===== src/rtl/fp_pkg.sv =====
// rtl/fp_pkg.sv - shared float field layout, constants and state/class enums
package fp_pkg;

  typedef struct packed {
    logic        sign;
    logic [7:0]  exp;
    logic [22:0] frac;
  } float_t;

  localparam logic [7:0]  BIAS        = 8'd127;
  localparam logic [7:0]  EXP_SPECIAL = 8'd255;
  localparam logic [31:0] INT_MAX     = 32'h7FFF_FFFF;
  localparam logic [31:0] INT_MIN     = 32'h8000_0000;

  typedef enum logic [1:0] {
    IDLE,
    SHIFT,
    DONE
  } state_t;

  typedef enum logic [2:0] {
    CLS_ZERO,
    CLS_DENORM,
    CLS_NORMAL,
    CLS_INF,
    CLS_NAN
  } fp_class_t;

endpackage


===== src/rtl/fp_classify.sv =====
// rtl/fp_classify.sv - combinational float classifier: class, unbiased exponent, shift plan
module fp_classify
  import fp_pkg::*;
(
  input  float_t           f,
  output fp_class_t        cls,
  output logic signed [8:0] exp_unb,
  output logic             shift_left,
  output logic [4:0]       shift_count
);

  always_comb begin
    exp_unb = $signed({1'b0, f.exp}) - $signed({1'b0, BIAS});

    if (f.exp == EXP_SPECIAL) begin
      cls = (|f.frac) ? CLS_NAN : CLS_INF;
    end else if (f.exp == 8'd0) begin
      cls = (|f.frac) ? CLS_DENORM : CLS_ZERO;
    end else begin
      cls = CLS_NORMAL;
    end

    // The binary point sits 23 bits above the mantissa LSB; shift toward it.
    shift_left  = (exp_unb >= 9'sd23);
    shift_count = shift_left ? 5'(exp_unb - 9'sd23) : 5'(9'sd23 - exp_unb);
  end

endmodule


===== src/rtl/fp_to_int_seq.sv =====
// rtl/fp_to_int_seq.sv - bit-serial float32 to int32 converter, truncating and saturating
module fp_to_int_seq
  import fp_pkg::*;
(
  input  logic        clock,
  input  logic        reset,
  input  logic        in_valid,
  output logic        in_ready,
  input  logic [31:0] in_float,
  output logic        out_valid,
  input  logic        out_ready,
  output logic [31:0] result,
  output logic        invalid,
  output logic        inexact
);

  state_t           state;
  float_t           op;
  fp_class_t        cls;
  logic signed [8:0] exp_unb;
  logic             cls_left;
  logic [4:0]       cls_count;

  logic [31:0] mag;
  logic [4:0]  count;
  logic        left;
  logic        sign;
  logic        forced;
  logic [31:0] forced_value;
  logic        forced_invalid;
  logic        sticky;

  logic        acc_forced;
  logic [31:0] acc_value;
  logic        acc_invalid;
  logic        acc_inexact;

  assign op = float_t'(in_float);

  fp_classify u_classify (
    .f           (op),
    .cls         (cls),
    .exp_unb     (exp_unb),
    .shift_left  (cls_left),
    .shift_count (cls_count)
  );

  // Everything that cannot go through the shifter gets its final value decided at accept.
  always_comb begin
    acc_forced  = 1'b1;
    acc_value   = 32'd0;
    acc_invalid = 1'b0;
    acc_inexact = 1'b0;
    case (cls)
      CLS_NAN: begin
        acc_value   = INT_MIN;
        acc_invalid = 1'b1;
      end
      CLS_INF: begin
        acc_value   = op.sign ? INT_MIN : INT_MAX;
        acc_invalid = 1'b1;
      end
      CLS_ZERO: begin
        acc_value = 32'd0;
      end
      CLS_DENORM: begin
        acc_inexact = 1'b1;
      end
      default: begin
        if (exp_unb < 9'sd0) begin
          acc_inexact = 1'b1;
        end else if (exp_unb >= 9'sd31) begin
          acc_value   = op.sign ? INT_MIN : INT_MAX;
          acc_invalid = !((exp_unb == 9'sd31) && op.sign && (op.frac == 23'd0));
        end else begin
          acc_forced = 1'b0;
        end
      end
    endcase
  end

  always_ff @(posedge clock or posedge reset) begin
    if (reset) begin
      state          <= IDLE;
      mag            <= 32'd0;
      count          <= 5'd0;
      left           <= 1'b0;
      sign           <= 1'b0;
      forced         <= 1'b0;
      forced_value   <= 32'd0;
      forced_invalid <= 1'b0;
      sticky         <= 1'b0;
      result         <= 32'd0;
      invalid        <= 1'b0;
      inexact        <= 1'b0;
    end else begin
      case (state)
        IDLE: begin
          if (in_valid) begin
            mag            <= {8'd0, 1'b1, op.frac};
            count          <= acc_forced ? 5'd0 : cls_count;
            left           <= cls_left;
            sign           <= op.sign;
            forced         <= acc_forced;
            forced_value   <= acc_value;
            forced_invalid <= acc_invalid;
            sticky         <= acc_inexact;
            state          <= SHIFT;
          end
        end
        SHIFT: begin
          if (count != 5'd0) begin
            if (left) begin
              mag <= mag << 1;
            end else begin
              mag    <= mag >> 1;
              sticky <= sticky | mag[0];
            end
            count <= count - 5'd1;
          end else begin
            if (forced) begin
              result  <= forced_value;
              invalid <= forced_invalid;
            end else begin
              result  <= sign ? (32'd0 - mag) : mag;
              invalid <= 1'b0;
            end
            inexact <= sticky;
            state   <= DONE;
          end
        end
        DONE: begin
          if (out_ready) begin
            state <= IDLE;
          end
        end
        default: state <= IDLE;
      endcase
    end
  end

  assign in_ready  = (state == IDLE);
  assign out_valid = (state == DONE);

endmodule


===== config.mk =====
export PLATFORM = sky130hd
export DESIGN_NAME = fp_to_int_seq
export DESIGN_NICKNAME = d
export VERILOG_FILES = /design/src/rtl/fp_pkg.sv /design/src/rtl/fp_classify.sv /design/src/rtl/fp_to_int_seq.sv
export SDC_FILE = /design/constraint.sdc
export NUM_CORES = 1
export LEC_CHECK = 0
export CAP_MARGIN = 40
export CORE_MARGIN = 2
export CORE_UTILIZATION = 57
export CTS_BUF_LIST = sky130_fd_sc_hd__clkbuf_2 sky130_fd_sc_hd__clkbuf_4 sky130_fd_sc_hd__clkbuf_8
export DETAILED_ROUTE_END_ITERATION = 16
export HOLD_SLACK_MARGIN = 0.05
export PLACE_DENSITY = 0.92
export SYNTH_ARGS = -nofsm -noshare
export SYNTH_HDL_FRONTEND = slang
export SYNTH_HIERARCHICAL = 1
export SYNTH_SLANG_ARGS = --single-unit

===== constraint.sdc =====
create_clock -name clock -period 3.57 [get_ports clock]
set_clock_uncertainty 0.05 [all_clocks]
set_input_delay 0.8925 -clock clock [delete_from_list [all_inputs] [get_ports clock]]
set_output_delay 0.8925 -clock clock [all_outputs]
set_load 0.01 [all_outputs]

; Word-level counts from Yosys, hierarchy flattened
; Index checks and enable logic that the tools add are counted.
[word_totals]
rom_bits = 0
reg_bits = 110
memories = 0
latchBits = 0
mem_bits_rw = 0
[op_classes]
bitwise = 2
add_sub_neg = 5
n_mul = 0
magnitude_cmp = 3
eq_ne = 12
n_mux = 36
n_shift = 0
n_reduce_logical = 19
div = 0
[op_table]
columns = cell, count
row1 = 32-bit two-way mux, 8
row2 = 32-bit case mux with 3 select lines, 1
row3 = 32-bit case mux with 2 select lines, 1
row4 = "1-bit by 32-bit subtractor with 32-bit output, first input constant", 1
row5 = 23-bit zero test, 1
row6 = 23-bit OR reduction, 1
row7 = 5-bit two-way mux, 4
row8 = "9-bit by 6-bit greater-or-equal comparator with 1-bit output, second input constant", 2
row9 = 1-bit two-way mux, 11
row10 = 5-bit case mux with 2 select lines, 1
row11 = "9-bit by 6-bit == test with 1-bit output, second input constant", 1
row12 = "9-bit by 1-bit less-than comparator with 1-bit output, second input constant", 1
row13 = 3-bit two-way mux, 3
row14 = "8-bit by 7-bit subtractor with 9-bit output, second input constant", 1
row15 = "8-bit == test, second input constant", 1
row16 = 8-bit zero test, 1
row17 = "2-bit != test, second input constant", 4
row18 = 2-bit two-way mux, 3
row19 = 1-bit case mux with 2 select lines, 3
row20 = 2-bit case mux with 3 select lines, 1
row21 = 3-bit AND reduction, 2
row22 = 5-bit nonzero test, 1
row23 = "5-bit by 1-bit subtractor with 5-bit output, second input constant", 1
row24 = "5-bit subtractor, first input constant", 1
row25 = other kinds (19), 22

; Longest topological paths before layout
[depth]
depth_word = 10
mapped_depth = 11
ltp_nobuf = 11

; Cells and area by module
; The synthesis kept the hierarchy.
[modules_own_cells]
columns = module, seq_area_each_um2, n_inst, area_per_inst_um2, cells_each
row1 = fp_to_int_seq, 2001.9, 1, 4803.4, 563
row2 = fp_classify, 0.0, 1, 430.4, 59

; Least setup slack after synthesis
; OpenSTA, ideal clock, no wires.
[synth_timing]
path_type = in2reg
from = input in_float[23]
to = register count[4]
stages = 11
setup_slack_ns = 0.114
t_required_ns = 3.404
path_buffers = 0
arrival_ns = 3.290
setup_ns = 0.116
path_cell_list = inv_1 > ha_1 > or4b_2 > nor4_1 > o21ai_0 > o31ai_1 > mux2i_1 > a2111oi_0 > and2_1 > nand2_1 > o311ai_0
[synth_via]
elab_chain_cells = 9
word_cells_on_any_way = 22
[synth_rtl]
columns = item, line
row1 = "start, declared", fp_to_int_seq.sv:9  ; input logic [31:0] in_float,
row2 = 8-bit zero test, fp_classify.sv:17  ; end else if (f.exp == 8'd0) begin
row3 = 3-bit two-way mux, fp_classify.sv:17
row4 = 3-bit two-way mux *, fp_classify.sv:15  ; if (f.exp == EXP_SPECIAL) begin
row5 = via cls[0], fp_to_int_seq.sv:19  ; fp_class_t cls;
row6 = "3-bit by 1-bit == test with 1-bit output, or another cell as far along", fp_to_int_seq.sv:54  ; case (cls)
row7 = 4-bit OR reduction (no line) *, -
row8 = 1-bit two-way mux *, fp_to_int_seq.sv:54
row9 = 5-bit two-way mux *, fp_to_int_seq.sv:101  ; count <= acc_forced ? 5'd0 : cls_count;
row10 = 5-bit two-way mux *, fp_to_int_seq.sv:99  ; if (in_valid) begin
row11 = 5-bit case mux with 2 select lines *, fp_to_int_seq.sv:97  ; case (state)
row12 = "end signal, assigned", fp_to_int_seq.sv:101
row13 = "end signal, assigned", fp_to_int_seq.sv:119  ; count <= count - 5'd1;
row14 = "end, declared", fp_to_int_seq.sv:25  ; logic [4:0] count;
; The timed path passes the listed nets; every way through them passes the cells marked *. The select of a mux whose other input is x is not followed.
; A chain may end at the register's enable or synchronous reset.

; Worst setup path in the final report
[layout_timing]
from = input in_float[23]
to = register count[2]
[layout_via]
word_cells_on_any_way = 22
[layout_lines]
columns = item, line
row1 = 8-bit by 7-bit subtractor with 9-bit output, fp_classify.sv:13  ; exp_unb = $signed({1'b0, f.exp}) - $signed({1'b0, BIAS});
row2 = via exp_unb[4], fp_to_int_seq.sv:20  ; logic signed [8:0] exp_unb;
row3 = 9-bit by 6-bit greater-or-equal comparator with 1-bit output, fp_classify.sv:24  ; shift_left = (exp_unb >= 9'sd23);
row4 = 5-bit two-way mux, fp_classify.sv:25  ; shift_count = shift_left ? 5'(exp_unb - 9'sd23) : 5'(9'sd23 - exp_unb);
row5 = via cls_count[2], fp_to_int_seq.sv:22  ; logic [4:0] cls_count;
row6 = 5-bit two-way mux, fp_to_int_seq.sv:101
row7 = 5-bit two-way mux, fp_to_int_seq.sv:99
row8 = 5-bit case mux with 2 select lines, fp_to_int_seq.sv:97
; The timed path passes the listed nets, and every way through them passes these cells. The select of a mux whose other input is x is not followed.

==> impl_metrics.env <==
export IMPL_routed_wirelength_um=14300
export IMPL_cts_buffer_depth=2
export IMPL_synth_fp_nets=666
export IMPL_layout_commonest_cell="dfrtp_1"
export IMPL_grt_pass1_wl_um=23400
export IMPL_end_kind="flop"
export IMPL_num_vias=5070
export IMPL_powerDensity_nw_per_um2=848
export IMPL_layout_common_cells="80 x dfrtp_1, 78 x nand2_1, 71 x clkdlybuf4s50_1"
export IMPL_path_class="in2reg"
export IMPL_synth_area_top_cells="dfrtp_1 38%, mux2i_1 7.3%, o21ai_0 5.6%"
export IMPL_place_detailed_hpwl_um=10300
export IMPL_synth_yosys_warnings=6
export IMPL_rsz0062_at_grt="no"
export IMPL_first_pass_iters=5
export IMPL_diodes=0
export IMPL_worstMarginPinSlew_ns=0.780
export IMPL_grt_pass1_vias=4922
export IMPL_io_buffer_count=71
export IMPL_clk_latency_ns=0.36
export IMPL_min_period_over_period_pct=93.6
export IMPL_status="complete, no violations"
export IMPL_yosysTopAreaCell="dfrtp_1"
export IMPL_power_switching_mw=2.42
export IMPL_die_h_um=99.8
export IMPL_fin_crit_ns=3.34
export IMPL_numClockSinks=80
export IMPL_synth_top_area_share_pct=38.3
export IMPL_grt_max_degree=61
export IMPL_num_io_pins=72
export IMPL_die_area_um2=9970
export IMPL_rows=34
export IMPL_critical_path_max_fanout=7
export IMPL_hold_path_class="reg2reg"
export IMPL_async_flop_share_pct=100
export IMPL_ys_seq_area_share_pct=38.3
export IMPL_place_inst=777
export IMPL_gp_congestion=0.881
export IMPL_vias_per_cell=6.40
export IMPL_switching_share_pct=44.7
export IMPL_fmax_ghz=0.299
export IMPL_seqPwrFrac_pct=34.4
export IMPL_cts_tree="yes"
export IMPL_wl_per_cell_um=18.0
export IMPL_grt_usage_pct=29.4
export IMPL_hold_violations=0
export IMPL_layout_drive_gt1_share_pct=9.80
export IMPL_slew_headroom_pct=48.0
export IMPL_finalNonFillerCells=792
export IMPL_cts_inserted_buffers=9
export IMPL_netlist_instances=622
export IMPL_arrival_ns=3.55
export IMPL_synth_main_ff_cell="dfrtp_1"
export IMPL_initial_core_util_pct=59.4
export IMPL_yosysUniqueCellTypes=62
export IMPL_drtIter0Drc=448
export IMPL_grt_ovfl_total=0
export IMPL_combPwrFrac_pct=51.4
export IMPL_peakVddDrop_mv=0.343
export IMPL_clk_pin_slew_worst_paths_ns=0.07
export IMPL_drtAntennaViolNets=0
export IMPL_netlist_area_um2=5230
export IMPL_required_ns=3.78
export IMPL_synth_edf_count=0
export IMPL_internal_power_mw=2.99
export IMPL_avgSynthCellArea_um2=8.41
export IMPL_cts_root_buf="clkbuf_8"
export IMPL_fin_util_pct=72.4
export IMPL_maxCapViolations=0
export IMPL_die_w_um=99.8
export IMPL_finalNetCount=724
export IMPL_core_area_um2=8810
export IMPL_htree_levels=3
export IMPL_start_kind="input pin"
export IMPL_syn_to_final_growth_pct=21.8
export IMPL_setup_viol=0
export IMPL_maxSlewViolCount=0
export IMPL_drc=0
export IMPL_ys_ff_latch=80
export IMPL_antenna_found_initial=0
export IMPL_total_leakage_power_nw=2.57
export IMPL_pwr_share_clk_pct=14.2
## state kept, by name (all words and copies together), names as in the netlist
signal and flops:
left 1, inexact 1, forced_invalid 1, sticky 1
forced_value 2, mag 32, sign 1, result 32
invalid 1, count 5, forced 1, state 2
## cells in the mapped netlist, types with 3 or more instances
cell type   n
dfrtp_1    80
nand2_1    78
o21ai_0    59
a21oi_1    58
nor2_1     51
clkbuf_1   41
mux2i_1    38
nor3_1     17
xor2_1     17
o31ai_1    15
inv_1      14
nor4_1     13
nand3_1    10
xnor2_1    10
o21ai_1     9
ha_1        8
nor2b_1     8
nand4_1     7
o311ai_0    7
or3_1       6
nand2b_1    5
or4_1       5
a31oi_1     4
o41ai_1     4
or2_2       4
a311oi_1    3
and2_1      3
buf_1       3
buf_2       3
buf_6       3
o221ai_1    3
## cells by family (layout without fill, tap and decap cells)
family	Yosys count	after routing	share of synthesized area, %
xor gates and xnor gates	28	28	4.83
muxes	39	39	7.55
and+or+nand+nor	224	224	21.3
buffers and inverters	65	127	5.24
adders and majority gates	8	8	1.91
AOI/OAI and AO/OA	178	178	20.9
DFF	80	80	38.3
## critical path: stages
cell and delay, ns:
clkdlybuf4s50_1 0.48, buf_4 0.16, ha_1 0.21, nand3_1 0.11, xnor2_1 0.21, ha_1 0.24, a31oi_1 0.17, o2111ai_2 0.19
o311ai_0 0.38, xor2_1 0.18, a21oi_1 0.08, a311oi_1 0.25
## power by group through the flow
stage / registers [mW] / logic [mW] / clock network (mW)
after global routing: 1.90 / 3.07 / 0.802
final: 1.86 / 2.78 / 0.767
after CTS: 1.83 / 2.75 / 0.766
after floorplan: 1.61 / 1.99 / 0
after detailed placement: 1.84 / 2.72 / 0
after global placement: 1.86 / 2.48 / 0
## routing by layer
metal  GRT usage [%]  wire [um]
met4            13.6        389
met1            38.8       5920
met5               0          0
met3            5.01       1250
met2            47.5       6730
## timing repair
item / CTS / global route
pin swaps: 0 / 2
setup endpoints to repair: 1 / 5
hold buffers: 0 / 0
resized for setup: 1 / 7
setup buffers: 0 / 0
## layout make-up
cell class                 count  area (um2)
multi-input combinational    477        2990
fill                         604        2430
sequential                    80        2000
timing repair buffer          98         966
clock buffer                  12         159
tap                          108         135
clock inverter                 3        65.1
inverter                      14        52.6
## final timing paths
kind | start | end | slack, ns | depth (start not counted)
setup / recovery | in_float[23] | count[2] | 0.23 | 12
hold reg to reg | result[3] | result[3] | 0.43 | 2
max in group asynchronous | reset | mag[9] | 1.83 | 3
setup reg to reg | count[0] | result[14] | 0.91 | 8
min in group asynchronous | reset | mag[28] | 0.92 | 2
hold / removal | result[3] | result[3] | 0.43 | 2
## stage by stage
step	TNS (ns)	power [mW]	area [um2]	hold WS (ns)	worst slack, ns
final	0	5.40	6370	0.431	0.229
after global placement	-0.945	4.34	6060	0.406	-0.205
after global routing	0	5.77	6370	0.460	0.0354
after floorplan	0	3.61	5230	0.390	0.114
after CTS	0	5.34	6350	0.437	0.0799
after detailed placement	-2.13	4.56	6120	0.420	-0.371
Power figures use the tool's default switching activity.
